File: src/rtl/uart_tx_arbiter_pkg.sv
// Purpose: shared types and constants for the UART transmit arbiter.
// Latency: n/a (declarations only).
// Backpressure: n/a.
package uart_tx_arbiter_pkg;

    // Byte width on the UART side; the uart transmitter uses the same value.
    localparam int BYTE_W = 8;

    // Arbiter FSM states, binary encoded.
    typedef enum logic [1:0] {
        ST_IDLE = 2'd0,
        ST_SEND = 2'd1,
        ST_WAIT = 2'd2
    } state_e;

endpackage

File: src/rtl/uart_tx_arbiter_rr_pick.sv
// Purpose: round-robin winner pick; first set req bit scanning ptr..N-1 then 0..ptr-1.
// Latency: combinational.
// Backpressure: none; the caller decides when to use the pick.
// Ports: req (request vector), ptr (highest-priority index),
//        any (at least one request), idx (winning index, 0 when any=0).
module rr_pick #(
    parameter int N    = 4,
    parameter int IdxW = 2
) (
    input  logic [N-1:0]    req,
    input  logic [IdxW-1:0] ptr,
    output logic            any,
    output logic [IdxW-1:0] idx
);

    always_comb begin
        logic [IdxW-1:0] cand;
        logic            found;
        cand  = ptr;
        found = 1'b0;
        idx   = '0;
        for (int k = 0; k < N; k++) begin
            if (!found && req[cand]) begin
                idx   = cand;
                found = 1'b1;
            end
            // Explicit wrap at N-1 so non-power-of-two N never visits index N.
            cand = (cand == IdxW'(N - 1)) ? '0 : cand + IdxW'(1);
        end
        any = found;
    end

endmodule

File: src/rtl/uart_tx_arbiter.sv
// Purpose: shares one UART transmitter among N byte requesters, round-robin.
// Latency: grant 1 cycle after req sampled; ack 1 cycle after tx_busy sampled high.
// Backpressure: holds off grants while tx_busy is high; abandons a send after 2**TimeoutW-1 cycles.
// Ports: clk/reset_n; req/data from requesters, ack pulse back; tx_din/tx_send to the UART,
//        tx_busy from it; grant_idx, active, timeout_err status. All outputs registered.
module uart_tx_arbiter
    import uart_tx_arbiter_pkg::*;
#(
    parameter int N        = 4,
    parameter int IdxW     = 2,
    parameter int TimeoutW = 8
) (
    input  logic                clk,
    input  logic                reset_n,
    input  logic [N-1:0]        req,
    input  logic [BYTE_W*N-1:0] data,
    output logic [N-1:0]        ack,
    output logic [BYTE_W-1:0]   tx_din,
    output logic                tx_send,
    input  logic                tx_busy,
    output logic [IdxW-1:0]     grant_idx,
    output logic                active,
    output logic                timeout_err
);

    state_e              state_q, state_d;
    logic [IdxW-1:0]     ptr_q, ptr_d;
    logic [IdxW-1:0]     gidx_q, gidx_d;
    logic [TimeoutW-1:0] timer_q, timer_d;
    logic [BYTE_W-1:0]   din_q, din_d;
    logic [N-1:0]        ack_q, ack_d;
    logic                send_q, send_d;
    logic                active_q, active_d;
    logic                to_q, to_d;

    logic                pick_any;
    logic [IdxW-1:0]     pick_idx;
    logic [IdxW-1:0]     ptr_next;
    logic [TimeoutW-1:0] timer_inc;

    rr_pick #(
        .N    (N),
        .IdxW (IdxW)
    ) u_pick (
        .req (req),
        .ptr (ptr_q),
        .any (pick_any),
        .idx (pick_idx)
    );

    // The requester after the one just served gets top priority next time.
    assign ptr_next  = (gidx_q == IdxW'(N - 1)) ? '0 : gidx_q + IdxW'(1);
    // Timer value including the current SEND cycle, so the abandon happens
    // after exactly 2**TimeoutW-1 cycles of tx_send.
    assign timer_inc = timer_q + TimeoutW'(1);

    always_comb begin
        state_d = state_q;
        ptr_d   = ptr_q;
        gidx_d  = gidx_q;
        timer_d = timer_q;
        din_d   = din_q;
        ack_d   = '0;
        to_d    = 1'b0;

        case (state_q)
            ST_IDLE: begin
                // tx_busy may still be high after reset or a timeout; wait it out.
                if (!tx_busy && pick_any) begin
                    for (int i = 0; i < N; i++) begin
                        if (pick_idx == IdxW'(i)) begin
                            din_d = data[BYTE_W*i +: BYTE_W];
                        end
                    end
                    gidx_d  = pick_idx;
                    timer_d = '0;
                    state_d = ST_SEND;
                end
            end
            ST_SEND: begin
                timer_d = timer_inc;
                if (tx_busy) begin
                    for (int i = 0; i < N; i++) begin
                        ack_d[i] = (gidx_q == IdxW'(i));
                    end
                    ptr_d   = ptr_next;
                    state_d = ST_WAIT;
                end else if (timer_inc == '1) begin
                    to_d    = 1'b1;
                    ptr_d   = ptr_next;
                    state_d = ST_IDLE;
                end
            end
            ST_WAIT: begin
                if (!tx_busy) begin
                    state_d = ST_IDLE;
                end
            end
            default: begin
                state_d = ST_IDLE;
            end
        endcase

        send_d   = (state_d == ST_SEND);
        active_d = (state_d != ST_IDLE);
    end

    always_ff @(posedge clk or negedge reset_n) begin
        if (!reset_n) begin
            state_q  <= ST_IDLE;
            ptr_q    <= '0;
            gidx_q   <= '0;
            timer_q  <= '0;
            din_q    <= '0;
            ack_q    <= '0;
            send_q   <= 1'b0;
            active_q <= 1'b0;
            to_q     <= 1'b0;
        end else begin
            state_q  <= state_d;
            ptr_q    <= ptr_d;
            gidx_q   <= gidx_d;
            timer_q  <= timer_d;
            din_q    <= din_d;
            ack_q    <= ack_d;
            send_q   <= send_d;
            active_q <= active_d;
            to_q     <= to_d;
        end
    end

    assign ack         = ack_q;
    assign tx_din      = din_q;
    assign tx_send     = send_q;
    assign grant_idx   = gidx_q;
    assign active      = active_q;
    assign timeout_err = to_q;

endmodule

File: config.mk
export PLATFORM = sky130hd
export DESIGN_NAME = uart_tx_arbiter
export DESIGN_NICKNAME = d
export VERILOG_FILES = /design/src/rtl/uart_tx_arbiter_pkg.sv /design/src/rtl/uart_tx_arbiter_rr_pick.sv /design/src/rtl/uart_tx_arbiter.sv
export SDC_FILE = /design/constraint.sdc
export NUM_CORES = 1
export LEC_CHECK = 0
export CORE_UTILIZATION = 47
export CTS_CLUSTER_SIZE = 12
export DETAILED_ROUTE_END_ITERATION = 8
export GPL_ROUTABILITY_DRIVEN = 0
export PLACE_DENSITY = 0.88
export SYNTH_ARGS = -nofsm -noshare
export SYNTH_HDL_FRONTEND = slang
export SYNTH_HIERARCHICAL = 1
export SYNTH_SLANG_ARGS = --single-unit
File: constraint.sdc
create_clock -name clk -period 4.2 [get_ports clk]
set_input_delay 1.05 -clock clk [delete_from_list [all_inputs] [get_ports clk]]
set_output_delay 1.05 -clock clk [all_outputs]
set_load 0.1 [all_outputs]
After elaboration in Yosys (flattened, before gate mapping). Cells that the tools add are included.

Flip-flop bits (word level): 29. Input port bits: 39.

Magnitude comparators: 4. Reduce and logical (&&, ||, !) cells: 19. Multiplexer cells: 38. Add/sub/neg operators: 5. Equal/unequal tests: 14.

Operators by type and width (number): $mux W8 (5); $mux W2 (14); $eq A2 B2 Y1 const B (8); $pmux W8 S2 (1); $lt A2 B3 Y1 const B (4); $mux W1 (11); $add A2 B1 Y2 const B (4); $add A8 B1 Y8 const B (1); $bmux W1 S2 (4); $eq A2 B1 Y1 const B (4); $eq A8 B8 Y1 const B (1); $mux W4 (2); $logic_not A2 Y1 (3); $pmux W2 S3 (1); $reduce_and A2 Y1 (3); $reduce_bool A2 Y1 (3); $logic_and A1 B1 Y1 (4); $logic_not A1 Y1 (4); $reduce_bool A4 Y1 (1); $reduce_and A3 Y1 (1); $ne A2 B2 Y1 const B (1).

Logic depth before layout (Yosys ltp).
Depth in word-level cells: 17. Depth in mapped cells: 10.

Cells and area by module. The synthesis kept the hierarchy.

By module, submodules not included: uart_tx_arbiter (area each 1539.0 µm², cells an instance 127, instances 1, sequential area each 725.7 µm²); rr_pick (area each 285.3 µm², cells an instance 41, instances 1, sequential area each 0.0 µm²).

Least setup slack after synthesis. No wires, ideal clock.

Path kind: in2reg. Start point: input port req[2]. End point: register din_q[0] (netlist: tx_din[0]). Slack: 784 ps. Required time: 4075 ps. Cell stages on the path: 8. Data arrival time: 3291 ps. Path through: clkbuf_1 or4_4 a21oi_2 a21o_1 a221o_1 clkbuf_1 mux4_2 mux2_2.

Longest elaborated chain between the ends: 16. Elaborated cells between the ends (all ways): 32. Those cells by class: eq/ne (3); mux (19); reduce/logical (10).

RTL lines: start: declaration (RTL line uart_tx_arbiter.sv:15) `input logic [N-1:0] req,`; $bmux W1 S2 (RTL line uart_tx_arbiter_rr_pick.sv:23) `if (!found && req[cand]) begin`; $mux W1 (implied by the code) (RTL line uart_tx_arbiter_rr_pick.sv:23); $mux W1 (RTL line uart_tx_arbiter_rr_pick.sv:23); $logic_not A1 Y1 (RTL line uart_tx_arbiter_rr_pick.sv:23); $logic_and A1 B1 Y1 (RTL line uart_tx_arbiter_rr_pick.sv:23); $mux W1 (RTL line uart_tx_arbiter_rr_pick.sv:23); $logic_not A1 Y1 (RTL line uart_tx_arbiter_rr_pick.sv:23); $logic_and A1 B1 Y1 (RTL line uart_tx_arbiter_rr_pick.sv:23); $mux W1 (RTL line uart_tx_arbiter_rr_pick.sv:23); $logic_not A1 Y1 (RTL line uart_tx_arbiter_rr_pick.sv:23); $logic_and A1 B1 Y1 (RTL line uart_tx_arbiter_rr_pick.sv:23); $mux W2 (*) (RTL line uart_tx_arbiter_rr_pick.sv:23); via pick_idx[0] (RTL line uart_tx_arbiter.sv:37) `logic [IdxW-1:0] pick_idx;`; $eq A2 B1 Y1 (RTL line uart_tx_arbiter.sv:71) `if (pick_idx == IdxW'(i)) begin`; $mux W8 (3 in a row) (RTL line uart_tx_arbiter.sv:71); end signal: assignment (RTL line uart_tx_arbiter.sv:124) `din_q <= din_d;`; end: declaration (RTL line uart_tx_arbiter.sv:30) `logic [BYTE_W-1:0] din_q, din_d;`.

Mark *: on every way through the listed nets, which the timed path passes. The rest lies on a longest branch. The select of a mux whose other input is x is not followed. A chain may end at the register's enable or synchronous reset.

Final worst setup path.
Start point: input port req[2]. End point: register din_q[4] (netlist: tx_din[4]).

Same word-level chain as after synthesis.

==> summary.md <==
| Metric | Value |
|---|---|
| Final Routed Wirelength | `4.04 mm` |
| Final instance area | `0.00249 mm^2` |
| CTS buffer count | `5` |
| Num ports | `56` |
| Worst reg2reg path depth | `8` |
| Clock Sinks | `29` |
| Sw Share | `51.8%` |
| Critical Path Stages | `8` |
| Grt total ovfl | `0` |
| Skew final | `0.00197 ns` |
| Share of the synthesized area in the top cell type | `39.8%` |
| Simple-Gate Fraction of Synth Area | `14.1%` |
| FP Rows | `22` |
| Synth Register Bits | `29` |
| Number of global-route vias before repair | `1555` |
| WHS | `0.509 ns` |
| Worst EP required | `4.37 ns` |
| R2R Path End | `tx_din[4]` |
| Slew HR | `33.5%` |
| Kind of critical path | `input pin to flip-flop` |
| Worst r2r src | `ptr_q[0]` |
| Leakage Power | `1.01 nW` |
| Die W | `64.3 um` |
| WP buf/inv | `2` |
| Layout Area Growth over Synthesis | `36.3%` |
| H-tree levels | `2` |
| Antenna Nets Post-Route | `0` |
| Switching power | `1.06 mW` |
| Register area share after synthesis | `39.8%` |
| DRT iter0 DRCs | `98` |
| Post-CTS setup buffer count | `0` |
| Die height | `64.3 um` |
| CP Launch Type | `input pin` |
| # setup viols final | `0` |
| Post-synth top flop | `dfrtp_1` |
| Final Max Tran Viols | `0` |
| Post-CTS resize count | `0` |
| Worst Path Max Fanout | `9` |
| Final #Nets | `268` |
| Die area | `0.00413 mm^2` |
| Crit path from | `req[2]` |
| Detailed-router iteration count before antenna repair | `4` |
| Largest stage delay, worst path | `0.55 ns` |
| Share of layout cells above drive strength 1 | `15.7%` |
| Comb power frac | `66.4%` |
| Root Driver | `clkbuf_8` |
| Mux share of post-synthesis cell area | `18.3%` |
| Achievable frequency | `295 MHz` |
| Ratio of final minimum period to clock period | `80.8%` |
| Placement Cell Area | `0.00240 mm^2` |
| TritonCTS clock tree | `done` |
| CP delay by family, top | `multiplexers` |
| Clock share of power | `10.7%` |
| Worst reg2reg setup slack | `0.90 ns` |
| Antenna cells | `0` |
| Status | `completed` |
| CP endpoint | `tx_din[4]` |
| Final hold vios | `0` |
| Seq pwr share | `22.9%` |
| Cell count of the worst hold path | `1` |
| Pint | `983 uW` |
| Area of the mapped netlist | `0.00182 mm^2` |
| Fillers | `286` |
| Post-Synthesis Cells | `168` |
| Synth area leaders | `dfrtp_1, mux4_2, mux2_2` |
| Wirelength per Cell | `14.9 um` |
| Post-synth EDFFs | `0` |
| Synthesized Nets | `214` |
| Global-route wire length before repair | `7.13 mm` |
| Final non-filler cell total | `271` |
| Post-route setup TNS | `0 ns` |
| Bufs on Longest Clock Path | `2` |
| Xor/xnor cell area share of the yosys netlist | `0.480%` |
| Unique masters post-synth | `50` |
| Largest area contributor in the netlist | `dfrtp_1` |
| DPL Wire Length | `3.07 mm` |
| Post-layout minimum cycle time | `3.39 ns` |
| Synth warn | `6` |
| Number of vias per cell | `5.79` |
| VDD IR max | `0.435 mV` |
| Main combinational cell family by area after synthesis | `multiplexers` |
| Largest net degree at the start of global routing | `30` |
| Worst-path cell chain | `clkdlybuf4s50_1 -> or4_4 -> a21oi_2 -> a21o_1 -> a221o_1 -> buf_4 -> mux4_2 -> mux2_2` |
| CP endpoint kind | `flip-flop` |
| Power density over the cells | `820 mW/mm^2` |
| Multi-input combinational cell area | `0.00102 mm^2` |
| Seq. cell area | `726 um^2` |
| DR DRC count | `0` |
| Clk slew on worst S/H paths | `0.06 ns` |
| Routed via count | `1568` |
| Core area | `0.00369 mm^2` |
| Max cap viols | `0` |
| Post-synthesis async set-or-reset flop share | `100%` |
| Hold Crit Class | `flip-flop to flip-flop` |
| Initial antenna violation count | `0` |
| CP max-delay cell | `clkdlybuf4s50_1` |
| Post-synthesis compound-gate area fraction | `18.1%` |
| Crit path DAT | `3.56 ns` |
| Worst slew pin tran | `0.994 ns` |
| Placed cells | `263` |
| Port buffer count | `55` |
| All-Layer GR Usage | `22.5%` |
| Hold bufs inserted after CTS | `0` |
| RSZ-0062 raised after global routing | `no` |
| Starting density of the core | `49.5%` |
| Syn_area_per_cell | `10.9 um^2` |
| Clock Latency Late Sink | `0.28 ns` |
| Synth Area in Adders | `4.80%` |
placed cells by master (no fill, tap or decap), drive strengths merged, types with 2 or more instances in the layout:
cell type / instances
nor2b: 2
mux4: 8
nand2: 12
and4: 2
o22ai: 2
buf: 3
clkdlybuf4s50: 55
nor2: 5
clkbuf: 6
a221o: 2
a221oi: 2
o21ai: 20
mux2: 11
clkinv: 2
inv: 7
dfrtp: 29
and3: 5
ha: 7
mux2i: 3
nand2b: 3
nor3b: 2
o31ai: 3
and2: 2
nand3: 4
a21oi: 6
power by group through the flow:
stage          Combinational, mW  Sequential (mW)  Clock (mW)
2_1_floorplan              0.630            0.895           0
3_3_place_gp                1.32            0.468           0
3_5_place_dp                1.35            0.472           0
4_1_cts                     1.36            0.468       0.222
5_1_grt                     1.45            0.484       0.235
6_report                    1.35            0.467       0.218
cells in the mapped netlist, types with 2 or more instances:
cell type  number
dfrtp_1        29
o21ai_0        19
nand2_1        12
mux2_2          9
clkbuf_1        8
mux4_2          8
ha_1            7
inv_1           7
a21oi_1         5
nor2_1          5
and3_1          4
nand3_1         4
mux2i_1         3
nand2b_1        3
o31ai_1         3
a221o_1         2
a221oi_1        2
and2_1          2
mux2_1          2
nor2b_1         2
nor3b_1         2
o22ai_1         2
through the flow:
step | total power, mW | worst slack, ns | util [%]
after floorplan | 1.53 | 0.784 | -
after global placement | 1.79 | 0.552 | 65.2
after detailed placement | 1.83 | 0.509 | 65.2
after CTS | 2.05 | 0.809 | 67.4
after global routing | 2.17 | 0.520 | 67.4
final | 2.04 | 0.807 | 67.4
cell families (layout without fill, tap and decap cells):
family	Yosys count	in the layout
muxes	22	22
xor gates and xnor gates	1	1
DFF	29	29
AOI/OAI and AO/OA	47	47
and+or+nand+nor	44	44
buffers and inverters	18	73
adders and majority gates	7	7
layout make-up:
class | count | area share (%)
multi-input cells | 121 | 41.0
flip-flops and latches | 29 | 29.2
repair buffers | 58 | 23.0
clock buffers | 6 | 2.92
well taps | 48 | 2.42
inverters | 7 | 1.06
clock inverters | 2 | 0.403
metal layers:
| metal | vias up | global-route usage [%] | part of all wire (%) |
|---|---|---|---|
| li1 | 743 | - | - |
| met1 | 753 | 28.8 | 42 |
| met2 | 66 | 37.8 | 51 |
| met3 | 6 | 4.64 | 5.8 |
| met4 | 0 | 7.50 | 1.5 |
| met5 | - | 0 | 0 |
worst min-delay path by stage:
stage                       to        from
floorplan           timer_q[4]  timer_q[4]
global placement     tx_din[5]   tx_din[5]
detailed placement   tx_din[5]   tx_din[5]
CTS                  tx_din[5]   tx_din[5]
global route         tx_din[5]   tx_din[5]
finish               tx_din[5]   tx_din[5]
sequential cells by signal, summed over array words and instances, names as in the netlist:
signal / cells
timer_q: 8
tx_din: 8
ack: 4
grant_idx: 2
ptr_q: 2
state_q: 2
active: 1
timeout_err: 1
tx_send: 1
Power figures use the tool's default switching activity.
